==> config.mk <==
export PLATFORM = sky130hd
export DESIGN_NAME = en_pipe_reg
export DESIGN_NICKNAME = d
export VERILOG_FILES = /design/src/rtl/en_pipe_reg.sv
export SDC_FILE = /design/constraint.sdc
export NUM_CORES = 1
export LEC_CHECK = 0
export CORE_ASPECT_RATIO = 0.8
export CORE_UTILIZATION = 50
export CTS_CLUSTER_SIZE = 20
export DETAILED_ROUTE_END_ITERATION = 16
export PLACE_DENSITY = 0.87
export SLEW_MARGIN = 30
export SYNTH_ARGS = -nofsm -noshare
export SYNTH_HDL_FRONTEND = slang
export SYNTH_SLANG_ARGS = --single-unit
==> constraint.sdc <==
create_clock -name clk -period 3.1 [get_ports clk]
set_input_delay 0.62 -clock clk [delete_from_list [all_inputs] [get_ports clk]]
set_output_delay 0.62 -clock clk [all_outputs]
set_load 0.03 [all_outputs]
==> src/rtl/en_pipe_reg.sv <==
// en_pipe_reg: elastic register pipeline of DEPTH stages with valid/ready flow control,
// per-stage bubble collapsing, flush and synchronous reset.
// Optional feature macro: PIPE_OCC_CNT_EN adds the registered occupancy output 'occ'.
module en_pipe_reg #(
  parameter int WIDTH = 8,
  parameter int DEPTH = 2
) (
  input  logic             clk,
  input  logic             rst,
  input  logic             flush,
  input  logic             in_vld,
  output logic             in_rdy,
  input  logic [WIDTH-1:0] D,
  output logic             out_vld,
  input  logic             out_rdy,
  output logic [WIDTH-1:0] Q
`ifdef PIPE_OCC_CNT_EN
  ,
  output logic [$clog2(DEPTH+1)-1:0] occ
`endif
);

  logic [DEPTH-1:0] vld_q;
  logic [DEPTH-1:0] vld_d;
  logic [DEPTH-1:0] adv;
  logic [WIDTH-1:0] data_q [DEPTH];
  logic [WIDTH-1:0] data_d [DEPTH];
  logic             in_xfer;

  // Per-stage advance: a stage moves when some stage at or beyond it is empty, or the
  // output is being drained. This is the flattened form of the recursive "empty, or valid
  // and the next stage advances" rule, which avoids a combinational self-reference.
  always_comb begin
    adv = '0;
    for (int unsigned i = 0; i < DEPTH; i++) begin
      adv[i] = out_rdy | (((~vld_q) >> i) != '0);
    end
  end

  // Upstream handshake: ready only when stage 0 can move and nothing is discarding.
  always_comb begin
    in_rdy  = adv[0] & ~flush & ~rst;
    in_xfer = in_vld & in_rdy;
  end

  // Next-state for valid bits and data; data loads only when the incoming valid is set,
  // so a bubble clears the valid bit but leaves the old data in place.
  always_comb begin
    vld_d = vld_q;
    for (int unsigned i = 0; i < DEPTH; i++) begin
      data_d[i] = data_q[i];
    end
    if (flush) begin
      vld_d = '0;
    end else begin
      if (adv[0]) begin
        vld_d[0] = in_xfer;
        if (in_xfer) begin
          data_d[0] = D;
        end
      end
      for (int unsigned i = 1; i < DEPTH; i++) begin
        if (adv[i]) begin
          vld_d[i] = vld_q[i-1];
          if (vld_q[i-1]) begin
            data_d[i] = data_q[i-1];
          end
        end
      end
    end
  end

  // Stage registers; reset clears both valid bits and data.
  always_ff @(posedge clk) begin
    if (rst) begin
      vld_q <= '0;
      for (int unsigned i = 0; i < DEPTH; i++) begin
        data_q[i] <= '0;
      end
    end else begin
      vld_q <= vld_d;
      for (int unsigned i = 0; i < DEPTH; i++) begin
        data_q[i] <= data_d[i];
      end
    end
  end

  assign out_vld = vld_q[DEPTH-1];
  assign Q       = data_q[DEPTH-1];

`ifdef PIPE_OCC_CNT_EN
  localparam int OCC_W = $clog2(DEPTH+1);

  logic [OCC_W-1:0] occ_q;
  logic [OCC_W-1:0] occ_d;
  logic             out_xfer;

  // Occupancy tracks input-only and output-only transfers; flush empties it.
  always_comb begin
    out_xfer = vld_q[DEPTH-1] & out_rdy;
    occ_d    = occ_q;
    if (flush) begin
      occ_d = '0;
    end else if (in_xfer && !out_xfer) begin
      occ_d = occ_q + OCC_W'(1);
    end else if (out_xfer && !in_xfer) begin
      occ_d = occ_q - OCC_W'(1);
    end
  end

  // Occupancy register.
  always_ff @(posedge clk) begin
    if (rst) begin
      occ_q <= '0;
    end else begin
      occ_q <= occ_d;
    end
  end

  assign occ = occ_q;
`endif

endmodule

[Word level (Yosys, flattened, before mapping)]
Memory sizes are Yosys's and may differ from the RTL's.
Cells that the tools add are included.
Cells by class
  multiplexer cells: 10
  bitwise gates (word level): 10
  reductions and logical operators: 2
Operators by type and width (number)
  $mux 8: 6
  $mux 16: 1
  $or 1x1->1: 4
  $and 1x1->1: 3
  $mux 1: 3
  $not 1->1: 2
  $not 2->2: 1
  $reduce_bool 2->1: 1
  $reduce_or 2->1: 1
Storage, ports and cells
  register bits after elaboration: 2
  RAM bits: 16
  output and inout bits: 10
  memories kept: 1
Memories
  data_q: depth 2, bits a word 8, read ports 2, clocked after memory_dff 0, wr ports 2, RTL line 26  | logic [WIDTH-1:0] data_q [DEPTH];

[Depth between registers and ports, before layout]
  depth after elaboration: 10
  gate-level depth with buffers: 4

[Worst setup path before layout]
OpenSTA, ideal clock, no wires.
  path kind: input -> output
  start point: input port out_rdy
  end point: output port in_rdy
  arrival: 1.220 ns
  stages on the path: 2
  setup slack: 1.260 ns
  cell sequence: and3b_4 -> nor3_4
On the way
  cells in the longest elaborated chain, start to end: 3
Ends and longest elaborated chain
  start: declaration: RTL line 15  | input logic out_rdy,
  $or 1x1->1: RTL line 36  | adv[i] = out_rdy | (((~vld_q) >> i) != '0);
  $and 1x1->1 (2 in a row): RTL line 42  | in_rdy = adv[0] & ~flush & ~rst;
  end: declaration: RTL line 12  | output logic in_rdy,
No other way between the ends.

[Worst setup path after layout]
Ends and elaborated chain as after synthesis.

==> metrics.cfg <==
[status]
status=completed

[timing]
max_slew.worst_pin.slew_ns=0.497
fin_tns_setup_ns=0
setup_slack_ns=0.575
hold_viol=0
setup_violations=0
rsz0062_at_grt=no
fin_crit_ns=2.52
fin_crit_sh_pct=81.4
holdWs_ns=0.464
finClkSkew_ns=0.000950
clock.fmax_mhz=396
slew_violations=0
slew_headroom_pct=66.8

[critical_path]
arrival_ns=1.90
cp_slowest_cell=clkdlybuf4s50_1
cp_max_fo=9
path_class=in2out
cp_cell_sequence=clkdlybuf4s50_1 -> and3b_4 -> nor3_4 -> buf_4
crit_path_max_incr_delay_ns=0.51
required_ns=2.48
start_kind=primary input
crit_family=buffers and inverters
crit_path_end_kind=output port
worstPathBufferInverterCount=2

[placed_design]
detailed_place_hpwl_um=1150
gp_congestion=0.708
placedCellCount=122
port_buffers=22
place_ws_ns=0.599

[clock_network]
clockBufferDepth=2
cts.sinks=18
clk_pin_slew_ns=0.10
cts_tree=yes
post_cts_buffers=0
ctsHoldBuffers=0
numCtsBuffers=3
insertion_delay_ns=0.29
post_cts_resized=0
cts_root_buf=clkbuf_4
htree_levels=1

[die]
ios=23
die_w_um=48.3
dieArea_um2=1880
num_rows=12
initial_core_util_pct=57.7
die_h_um=39.0
core_area_um2=1490

[drt]
initialDrtViolationCount=10
drc_errors=0
drt-total-wl_um=1610
antenna_left=0
vias=676
routedWlPerCell_um=12.8
via_per_inst=5.37
drt_first_pass_iters=4

[synthesis]
yosysSeqAreaShare_pct=42.0
syn_avg_cell_area_um2=9.32
synth.cell_area_um2=857
ys.flop_type=dfxtp_1
yosys.area.top_type=dfxtp_1
ys_types=20
syn_inst=92
async_flop_share_pct=0
synth_top_area_share_pct=42.0
syn_nets=105
synth_edf_count=0
ys_top_cells_by_area=dfxtp_1 (42%), a21oi_1 (9.3%), a31o_1 (8.2%)
synth-seq-cells=18
yosysWarnings=0

[finish]
num_antenna_cells=0
num-nets-final=119
area_growth_pct=22.3
layoutNonFillerInstCount=126
drive_above_1_share_pct=16.2
fillers=123

[power]
power_density_nw_per_um2=418
leakage_nw=0.360
peakVddDrop_mv=0.368

[hold_path]
hold_class=reg2reg

[global_routing]
grt_max_degree=20
grt_pass1_vias=611
grt_pass1_wl_um=2660
grt_usage_pct=21.3
antenna_found_initial=0
grt_remaining_overflow=0

[run]
drv_cap=0

[metal layers]
| metal | up-vias | track usage, % | share of wire, % |
|---|---|---|---|
| li1 | 344 | - | - |
| met1 | 308 | 27.1 | 50 |
| met5 | - | 0 | 0 |
| met4 | 0 | 6.25 | 1.1 |
| met2 | 19 | 33.7 | 45 |
| met3 | 5 | 7.01 | 4.7 |
[power breakdown]
group          switching (mW)  leakage (nW)  total [mW]  internal (mW)
combinational          0.0229         0.193      0.0512         0.0282
clock                  0.0733        0.0210       0.145         0.0716
sequential            0.00387         0.146       0.242          0.238
[per-stage QoR]
stage                     cell area [µm²]  total power [mW]  util [%]
after floorplan                       857             0.276         -
after global placement               1010             0.297      68.1
after detailed placement             1010             0.298      68.1
after CTS                            1050             0.439      70.5
after global routing                 1050             0.454      70.5
final                                1050             0.438      70.5
[area by class of cell]
| class | count | area (µm²) | share of cell area [%] |
|---|---|---|---|
| Sequential cell | 18 | 360 | 34.4 |
| Tap cell | 21 | 26.3 | 2.51 |
| Timing Repair Buffer | 23 | 225 | 21.5 |
| Clock buffer | 4 | 36.3 | 3.46 |
| Multi-Input combinational cell | 60 | 400 | 38.2 |
[flip-flops by register name, summed over array words and instances, names as in the netlist]
| register | count |
|---|---|
| vld_q | 2 |
| data_q | 16 |
[placed cells by master, fill, tap and decap left out, types with 2 or more instances in the layout]
master           netlist  routed
nor2b_1                2       2
dfxtp_1               18      18
or2b_2                 7       7
o21ai_0                8       8
buf_4                  9       2
a31o_1                 8       8
nor3_1                 2       2
nand2b_1               2       2
a21oi_1               16      16
nor2_1                 2       2
clkdlybuf4s50_1        0      21
clkbuf_4               0       3
nand3_1                8       8
[final timing paths]
kind	from	end	slack, ns	cells after the start
worst min-delay path	data_q[0][3]	data_q[0][11]	0.46	2
worst max register to register	vld_q[1]	data_q[0][15]	1.81	3
worst min register to register	data_q[0][3]	data_q[0][11]	0.46	2
worst max-delay path	out_rdy	in_rdy	0.58	4
[cell usage after synthesis, types with 2 or more instances]
cell type and count:
nand3_1 8, nor3_1 2, or2b_2 7, a31o_1 8, dfxtp_1 18, nand2b_1 2, a21oi_1 16, o21ai_0 8
nor2b_1 2, buf_2 2, buf_4 9, nor2_1 2
[cell families (layout without fill, tap and decap cells)]
| logic type | after synthesis | count (layout) | synth area share, % |
|---|---|---|---|
| AO/OA/AOI/OAI | 32 | 32 | 22.2 |
| buffers and inverters | 14 | 27 | 11.2 |
| AND/OR/NAND/NOR | 28 | 28 | 24.5 |
| flip-flops | 18 | 18 | 42.0 |
[worst register-to-register path: stages, from the launching register on]
cell and delay (ns):
dfxtp_1 0.43, nor2b_1 0.46, o21ai_0 0.17, a21oi_1 0.17
Note: power is estimated with default switching activity, not from simulation.
